[src/rtl/uart_alu_pkg.sv]
// Shared types and widths for the UART byte-stream blocks.
package uart_alu_pkg;

  localparam int unsigned BYTE_W  = 8;
  localparam int unsigned MAX_REQ = 8;

  typedef enum logic [0:0] {
    ARB_IDLE   = 1'b0,
    ARB_LOCKED = 1'b1
  } arb_state_e;

endpackage

[src/rtl/uart_tx_arbiter_pick.sv]
// Combinational round-robin pick: first requester set after i_ptr, wrapping modulo N.
module rr_arbiter_pick #(
  parameter int unsigned N  = 2,
  parameter int unsigned IW = 1
) (
  input  logic [N-1:0]  i_req,
  input  logic [IW-1:0] i_ptr,
  output logic [N-1:0]  o_pick_c,
  output logic [IW-1:0] o_idx_c,
  output logic          o_any_c
);

  logic [IW-1:0] w_cand;
  logic          w_found;

  always_comb begin
    o_pick_c = '0;
    o_idx_c  = '0;
    w_cand   = '0;
    w_found  = 1'b0;
    for (int unsigned k = 1; k <= N; k++) begin
      w_cand = IW'((32'(i_ptr) + k) % N);
      if (!w_found && i_req[w_cand]) begin
        w_found           = 1'b1;
        o_idx_c           = w_cand;
        o_pick_c[w_cand]  = 1'b1;
      end
    end
  end

  assign o_any_c = |i_req;

endmodule

[src/rtl/uart_tx_arbiter.sv]
// Packet-locked round-robin arbiter feeding uart_tx with one registered output stage.
// Optional stall timeout enabled by defining UART_TX_ARB_TIMEOUT_EN.
module uart_tx_arbiter
  import uart_alu_pkg::*;
#(
  parameter int unsigned NUM_REQ        = 2,
  parameter int unsigned TIMEOUT_CYCLES = 1024
) (
  input  logic                      clk,
  input  logic                      rst,
  input  logic [NUM_REQ*BYTE_W-1:0] s_data_i,
  input  logic [NUM_REQ-1:0]        s_valid_i,
  input  logic [NUM_REQ-1:0]        s_last_i,
  output logic [NUM_REQ-1:0]        s_ready_o,
  output logic [BYTE_W-1:0]         m_data_o,
  output logic                      m_valid_o,
  input  logic                      m_ready_i,
  output logic [NUM_REQ-1:0]        grant_o,
  output logic                      busy_o,
  output logic                      timeout_o
);

  localparam int unsigned IW = $clog2(NUM_REQ);

  if (NUM_REQ < 2 || NUM_REQ > MAX_REQ || TIMEOUT_CYCLES < 2) begin : g_bad_params
    $error("uart_tx_arbiter: illegal NUM_REQ or TIMEOUT_CYCLES");
  end

  arb_state_e          r_state, w_next_state;
  logic [IW-1:0]       r_g, r_ptr, w_g_d, w_ptr_d;
  logic [BYTE_W-1:0]   r_m_data, w_m_data_d;
  logic                r_m_valid, w_m_valid_d;
  logic [NUM_REQ-1:0]  r_grant, w_grant_d;
  logic                r_busy, w_busy_d;
  logic                r_timeout, w_timeout_d;

  logic [NUM_REQ-1:0]  w_pick;
  logic [IW-1:0]       w_pick_idx;
  logic                w_any;
  logic                w_rdy, w_xfer, w_tmo, w_release;
  logic [BYTE_W-1:0]   w_byte;

  rr_arbiter_pick #(.N(NUM_REQ), .IW(IW)) u_pick (
    .i_req    (s_valid_i),
    .i_ptr    (r_ptr),
    .o_pick_c (w_pick),
    .o_idx_c  (w_pick_idx),
    .o_any_c  (w_any)
  );

  assign w_rdy     = !r_m_valid || m_ready_i;
  assign w_xfer    = (r_state == ARB_LOCKED) && s_valid_i[r_g] && w_rdy;
  assign w_byte    = s_data_i[32'(r_g)*BYTE_W +: BYTE_W];
  assign w_release = (w_xfer && s_last_i[r_g]) || w_tmo;

`ifdef UART_TX_ARB_TIMEOUT_EN
  localparam int unsigned STALL_W = $clog2(TIMEOUT_CYCLES);
  logic [STALL_W-1:0] r_stall;

  // Fires on the TIMEOUT_CYCLES-th consecutive stalled LOCKED cycle.
  assign w_tmo = (r_state == ARB_LOCKED) && !s_valid_i[r_g] &&
                 (r_stall == STALL_W'(TIMEOUT_CYCLES - 1));

  always_ff @(posedge clk or negedge rst) begin
    if (!rst) begin
      r_stall <= '0;
    end else if (r_state != ARB_LOCKED || w_xfer || w_tmo) begin
      r_stall <= '0;
    end else if (!s_valid_i[r_g]) begin
      r_stall <= r_stall + STALL_W'(1);
    end
  end
`else
  assign w_tmo = 1'b0;
`endif

  // State and registered outputs.
  always_ff @(posedge clk or negedge rst) begin
    if (!rst) begin
      r_state   <= ARB_IDLE;
      r_g       <= '0;
      r_ptr     <= IW'(NUM_REQ - 1);
      r_m_data  <= '0;
      r_m_valid <= 1'b0;
      r_grant   <= '0;
      r_busy    <= 1'b0;
      r_timeout <= 1'b0;
    end else begin
      r_state   <= w_next_state;
      r_g       <= w_g_d;
      r_ptr     <= w_ptr_d;
      r_m_data  <= w_m_data_d;
      r_m_valid <= w_m_valid_d;
      r_grant   <= w_grant_d;
      r_busy    <= w_busy_d;
      r_timeout <= w_timeout_d;
    end
  end

  always_comb begin
    w_next_state = r_state;
    case (r_state)
      ARB_IDLE:   if (w_any)     w_next_state = ARB_LOCKED;
      ARB_LOCKED: if (w_release) w_next_state = ARB_IDLE;
      default:                   w_next_state = ARB_IDLE;
    endcase
  end

  always_comb begin
    s_ready_o   = '0;
    w_g_d       = r_g;
    w_ptr_d     = r_ptr;
    w_grant_d   = r_grant;
    w_busy_d    = r_busy;
    w_timeout_d = 1'b0;
    w_m_data_d  = r_m_data;
    w_m_valid_d = r_m_valid;

    case (r_state)
      ARB_IDLE: begin
        if (w_any) begin
          w_g_d     = w_pick_idx;
          w_grant_d = w_pick;
          w_busy_d  = 1'b1;
        end
      end
      ARB_LOCKED: begin
        s_ready_o[r_g] = w_rdy;
        if (w_release) begin
          w_ptr_d     = r_g;
          w_grant_d   = '0;
          w_busy_d    = 1'b0;
          w_timeout_d = w_tmo;
        end
      end
      default: ;
    endcase

    // Output register: load on transfer, drain when the sink takes the byte.
    if (w_xfer) begin
      w_m_data_d  = w_byte;
      w_m_valid_d = 1'b1;
    end else if (m_ready_i && r_m_valid) begin
      w_m_valid_d = 1'b0;
    end
  end

  assign m_data_o  = r_m_data;
  assign m_valid_o = r_m_valid;
  assign grant_o   = r_grant;
  assign busy_o    = r_busy;
  assign timeout_o = r_timeout;

endmodule

[config.mk]
export PLATFORM = sky130hd
export DESIGN_NAME = uart_tx_arbiter
export DESIGN_NICKNAME = d
export VERILOG_FILES = /design/src/rtl/uart_alu_pkg.sv /design/src/rtl/uart_tx_arbiter_pick.sv /design/src/rtl/uart_tx_arbiter.sv
export SDC_FILE = /design/constraint.sdc
export NUM_CORES = 1
export LEC_CHECK = 0
export ABC_CLOCK_PERIOD_IN_PS = 1600
export CORE_UTILIZATION = 39
export CTS_CLUSTER_DIAMETER = 50
export DETAILED_ROUTE_END_ITERATION = 6
export PLACE_DENSITY_LB_ADDON = 0.1
export SLEW_MARGIN = 25
export SYNTH_ARGS = -nofsm -noshare
export SYNTH_HDL_FRONTEND = slang
export SYNTH_SLANG_ARGS = --single-unit
[constraint.sdc]
create_clock -name clk -period 1.6 [get_ports clk]
set_input_delay 0.32 -clock clk [delete_from_list [all_inputs] [get_ports clk]]
set_output_delay 0.32 -clock clk [all_outputs]
set_load 0.01 [all_outputs]
# Yosys cells after proc, flatten, opt, wreduce, memory -nomap -nowiden
# Index checks and enable logic that the tools add are counted.
# op_classes
n_reduce_logical	16
n_shift	1
n_eq_ne	2
bitwise_logic	3
n_lt_le_gt_ge	6
mux	31
addsub	2
# op_table
cell	n
$mux W1	20
$shiftx A16 B5 Y8	1
$mux W2	5
$logic_and A1 B1 Y1	8
$lt A1 B2 Y1 const B	3
$reduce_and A2 Y1	3
$ne A2 B1 Y1 const B	2
$pmux W1 S2	2
$pmux W2 S2	1
$demux W1 S1	3
$ge A1 B1 Y1 const B	3
$add A1 B1 Y1 const B	2
$and A2 B2 Y2	1
$logic_not A1 Y1	2
$or A2 B2 Y2	1
$reduce_bool A2 Y1	1
$reduce_or A2 Y1	1
$logic_or A1 B1 Y1	1
$not A1 Y1	1
# word_totals
out_inout_bits	15
wordCells	68
in_bits	23
regBits	15

# Logic depth before layout (Yosys ltp)
# logic_depth
ltp_word	10
ltp_mapped	4
ltp_nobuf	3

# Cells and area by module
# A second synthesis with hierarchy kept.
# hier_totals
cells_unflattened	67
hier_area_um2	799.5
# by_module_without_submodules
module	area_each_um2	cells_each	seq_area_each_um2	n_inst
uart_tx_arbiter	767.0	62	376.6	1
rr_arbiter_pick	32.5	5	0.0	1

# Least setup slack after synthesis
# Ideal clock, no wire load.
# synth_path
kind	register to register
start	reg r_g
end	reg r_m_data[0], in the netlist m_data_o[0]
arrival_time_ns	1.211
stages_incl_launch_ff	4
setup_ns	0.125
n_path_buf	0
path_slack_ns	0.264
period_less_slack_ns	1.336
cell_sequence	dfrtp_1 mux2_4 nand3_4 mux2_4
# synth_between
elab_chain_len	4
word_cells_on_any_way	5
# synth_rtl
item	line	text
start, declared	uart_tx_arbiter.sv:30	logic [IW-1:0] r_g, r_ptr, w_g_d, w_ptr_d;
start signal, assigned	uart_tx_arbiter.sv:90	r_g <= w_g_d;
parallel branches: the longest is 4 deep, another holds $shiftx A16 B5 Y8	n/a	
end signal, assigned	uart_tx_arbiter.sv:92	r_m_data <= w_m_data_d;
end, declared	uart_tx_arbiter.sv:31	logic [BYTE_W-1:0] r_m_data, w_m_data_d;
# Several ways; the timed one is not identified. The select of a mux whose other input is x is not followed.
# A chain may end at the register's enable or synchronous reset.

# Worst setup path after layout
# layout_path
start	reg r_m_valid, in the netlist m_valid_o
end	out m_valid_o
# layout_lines
item	line	text
start, declared	uart_tx_arbiter.sv:32	logic r_m_valid, w_m_valid_d;
start signal, assigned	uart_tx_arbiter.sv:93	r_m_valid <= w_m_valid_d;
end, declared	uart_tx_arbiter.sv:16	output logic m_valid_o,
# No word-level cell between the ends.

==> reports/qor.txt <==
Io pins = 38
CP max-delay cell = clkdlybuf4s50_1
Mux cell area share after synthesis = 30.1%
Cell chosen for the clock root = clkbuf_4
Remaining DRCs = 0
Clock skew = 0.00203 ns
Worst setup EP type = output port
Filler cells = 148
Clk_lat worst skew = 0.28 ns
1st-pass router iterations = 2
Initial antenna violation count = 0
# setup viols final = 0
Via count = 607
Crit Path Class = reg -> out
CTS tree = done
Req. time, crit path = 1.28 ns
Layout cells sized above 1 = 31.7%
Grt total ovfl = 0
Hold-fix buffers, CTS = 0
DR vias/cell = 4.71
Synth Area in Compound Gates = 9.41%
Cell row count = 15
Total power = 2120 µW
Worst path max stage delay = 0.55 ns
Most used DFF post-synth = dfrtp_1
H-tree lvl count = 1
Place WS = -0.322 ns
PD cells = 1720 mW/mm²
Worst-path clk slew = 0.09 ns
Global-route wire length before repair = 2.69 mm
Final-report hold violation count = 0
CP max FO = 2
Buffers on Ports = 36
FF-to-FF End = m_data_o[0]$_DFFE_PN0P_
Peak supply drop = 0.000901 V
Leakage power = 0.000564 µW
Largest cells by area after synthesis = dfrtp_1 45%, mux2_4 17%, mux2_2 11%, dfstp_2 3.3%, a31o_1 2.2%
Post-Syn Area = 785 µm²
CP top delay family = buffers and inverters
Core area = 0.00180 mm²
Type of origin of the critical path = flop
Largest net degree at the start of global routing = 16
Max Slew Vio Count = 0
Synth top area share = 44.7%
TritonCTS Sinks = 15
Yosys synthesis warning count = 0
Post-CTS Setup Repair Bufs = 0
Area Growth Syn to Fin = 57.4%
Global Route Usage Sum = 18.4%
Top post-synthesis cells by count = 14 x dfrtp_1, 9 x mux2_4, 8 x mux2_2
Max-cap violations = 0
CP cell instances = clkdlybuf4s50_1
Syn_area_per_cell = 13.1 µm²
DR WL/cell = 12.9 µm
CP bufs+invs = 1
Seq/Total Area, Yosys = 48.0%
Post-DP HPWL = 1.29 mm
Worst min-delay path class = in -> async
Nets = 128
CTS max path bufs = 2
Area leader, netlist = dfrtp_1
Fmax = 0.642 GHz
GP Congestion = 0.764
Net Count, Synth = 83
Fin area = 0.00123 mm²
Reg2Reg Setup Slack = 0.12 ns
1st-iter DRT viols = 1
RSZ-0062 raised after global routing = no
Post-Synth Simple-Gate Area = 8.29%
Largest family of logic cells by synthesized area = multiplexers
Antenna diodes = 0
Initial core utilization = 43.5%
EDFF count, synth = 0
Fin crit period = 1.56 ns
Most common cell in the netlist = dfrtp_1
#FFs+latches synth = 15
CP Data Arrival Time = 1.24 ns
Routed WL = 1.66 mm
Distinct cells, synth = 21
Asr flop ratio synth = 100%
Post-Synth Adder-Cell Area = 0%
Post-Synth XOR/XNOR Area = 0%
Cell count after synthesis = 60
Crit Reg-Reg Startpoint = r_g$_DFFE_PN0P_
Period utilisation layout = 97.4%
Core Util, Final = 68.5%
Die area = 0.00219 mm²
Outcome = complete, no violations
Die X = 46.9 µm
Vias in the first global route = 594
Die Ht = 46.9 µm
Reg2Reg Depth = 3
Num CTS Buffers = 3
Setup TNS = 0 ns
Antenna Violating Nets Remaining = 0
Final worst setup slack = 0.0414 ns
DP Area = 0.00121 mm²
per-layer routing:
metal  vias up  GRT usage (%)  wire, µm
li1        297              -         -
met1       281           22.5       724
met2        24           29.4       799
met3         5           3.85        92
met4         0           12.0        45
met5         -              0         0
registers in the layout, indices dropped and copies added, names as in the netlist:
register   cells
grant_o        2
r_ptr          1
busy_o         1
m_valid_o      1
r_state        1
r_g            1
m_data_o       8
power breakdown:
part / internal [µW] / total, µW / switching (µW)
Sequential: 573 / 702 / 129
Combinational: 773 / 1200 / 428
Clock: 96.8 / 218 / 122
Total: 1440 / 2120 / 678
cells by family (layout without fill, tap and decap cells):
family / count (synthesis) / after routing
flip-flops: 15 / 15
multiplexers: 18 / 18
AO/OA/AOI/OAI: 9 / 9
other: 1 / 1
buffers and inverters: 6 / 50
AND/OR/NAND/NOR: 11 / 11
area by class of cell:
| class | count | area (µm²) | share of cell area (%) |
|---|---|---|---|
| Clock buffer | 4 | 26.3 | 2.13 |
| Inverter | 3 | 11.3 | 0.912 |
| Tap cell | 25 | 31.3 | 2.53 |
| Multi-Input combinational cell | 39 | 387 | 31.3 |
| Timing Repair Buffer | 43 | 403 | 32.6 |
| Sequential cell | 15 | 377 | 30.5 |
through the flow:
stage	hold slack, ns	instances
floorplan	0.0244	60
global placement	0.463	125
detailed placement	0.480	125
CTS	0.348	129
global route	0.374	129
finish	0.347	129
worst max path at each step:
| stage | slack, ns | from | endpoint | depth (start not counted) |
|---|---|---|---|---|
| 6_report | 0.04 | m_valid_o$_DFFE_PN0P_ | m_valid_o | 1 |
| 5_1_grt | 0.005 | m_valid_o$_DFFE_PN0P_ | m_valid_o | 1 |
| 4_1_cts | 0.01 | m_ready_i | s_ready_o[0] | 5 |
| 3_5_place_dp | -0.32 | m_ready_i | s_ready_o[1] | 4 |
| 3_3_place_gp | -0.29 | m_ready_i | s_ready_o[1] | 4 |
| 2_1_floorplan | 0.26 | r_g$_DFFE_PN0P_ | m_data_o[0]$_DFFE_PN0P_ | 3 |
cell usage in the layout, fill, tap and decap left out, drive strengths merged:
master         instances
a31o                   2
dfstp                  1
a211oi                 2
nand2b                 2
dfrtp                 14
mux2                  18
buf                    8
clkdlybuf4s50         34
o21ba                  1
and3                   1
a2bb2oi                1
nand2                  3
inv                    3
conb                   1
a21o                   2
nand4                  1
nor2                   3
nand3                  1
o21bai                 1
clkbuf                 5
repair_timing:
item,in CTS,in global routing
resized for setup,6,2
setup endpoints to repair,2,2
endpoints found under the hold margin,0,0
gates cloned,0,0
pin swaps,0,0
(Power assumes the default switching activity.)
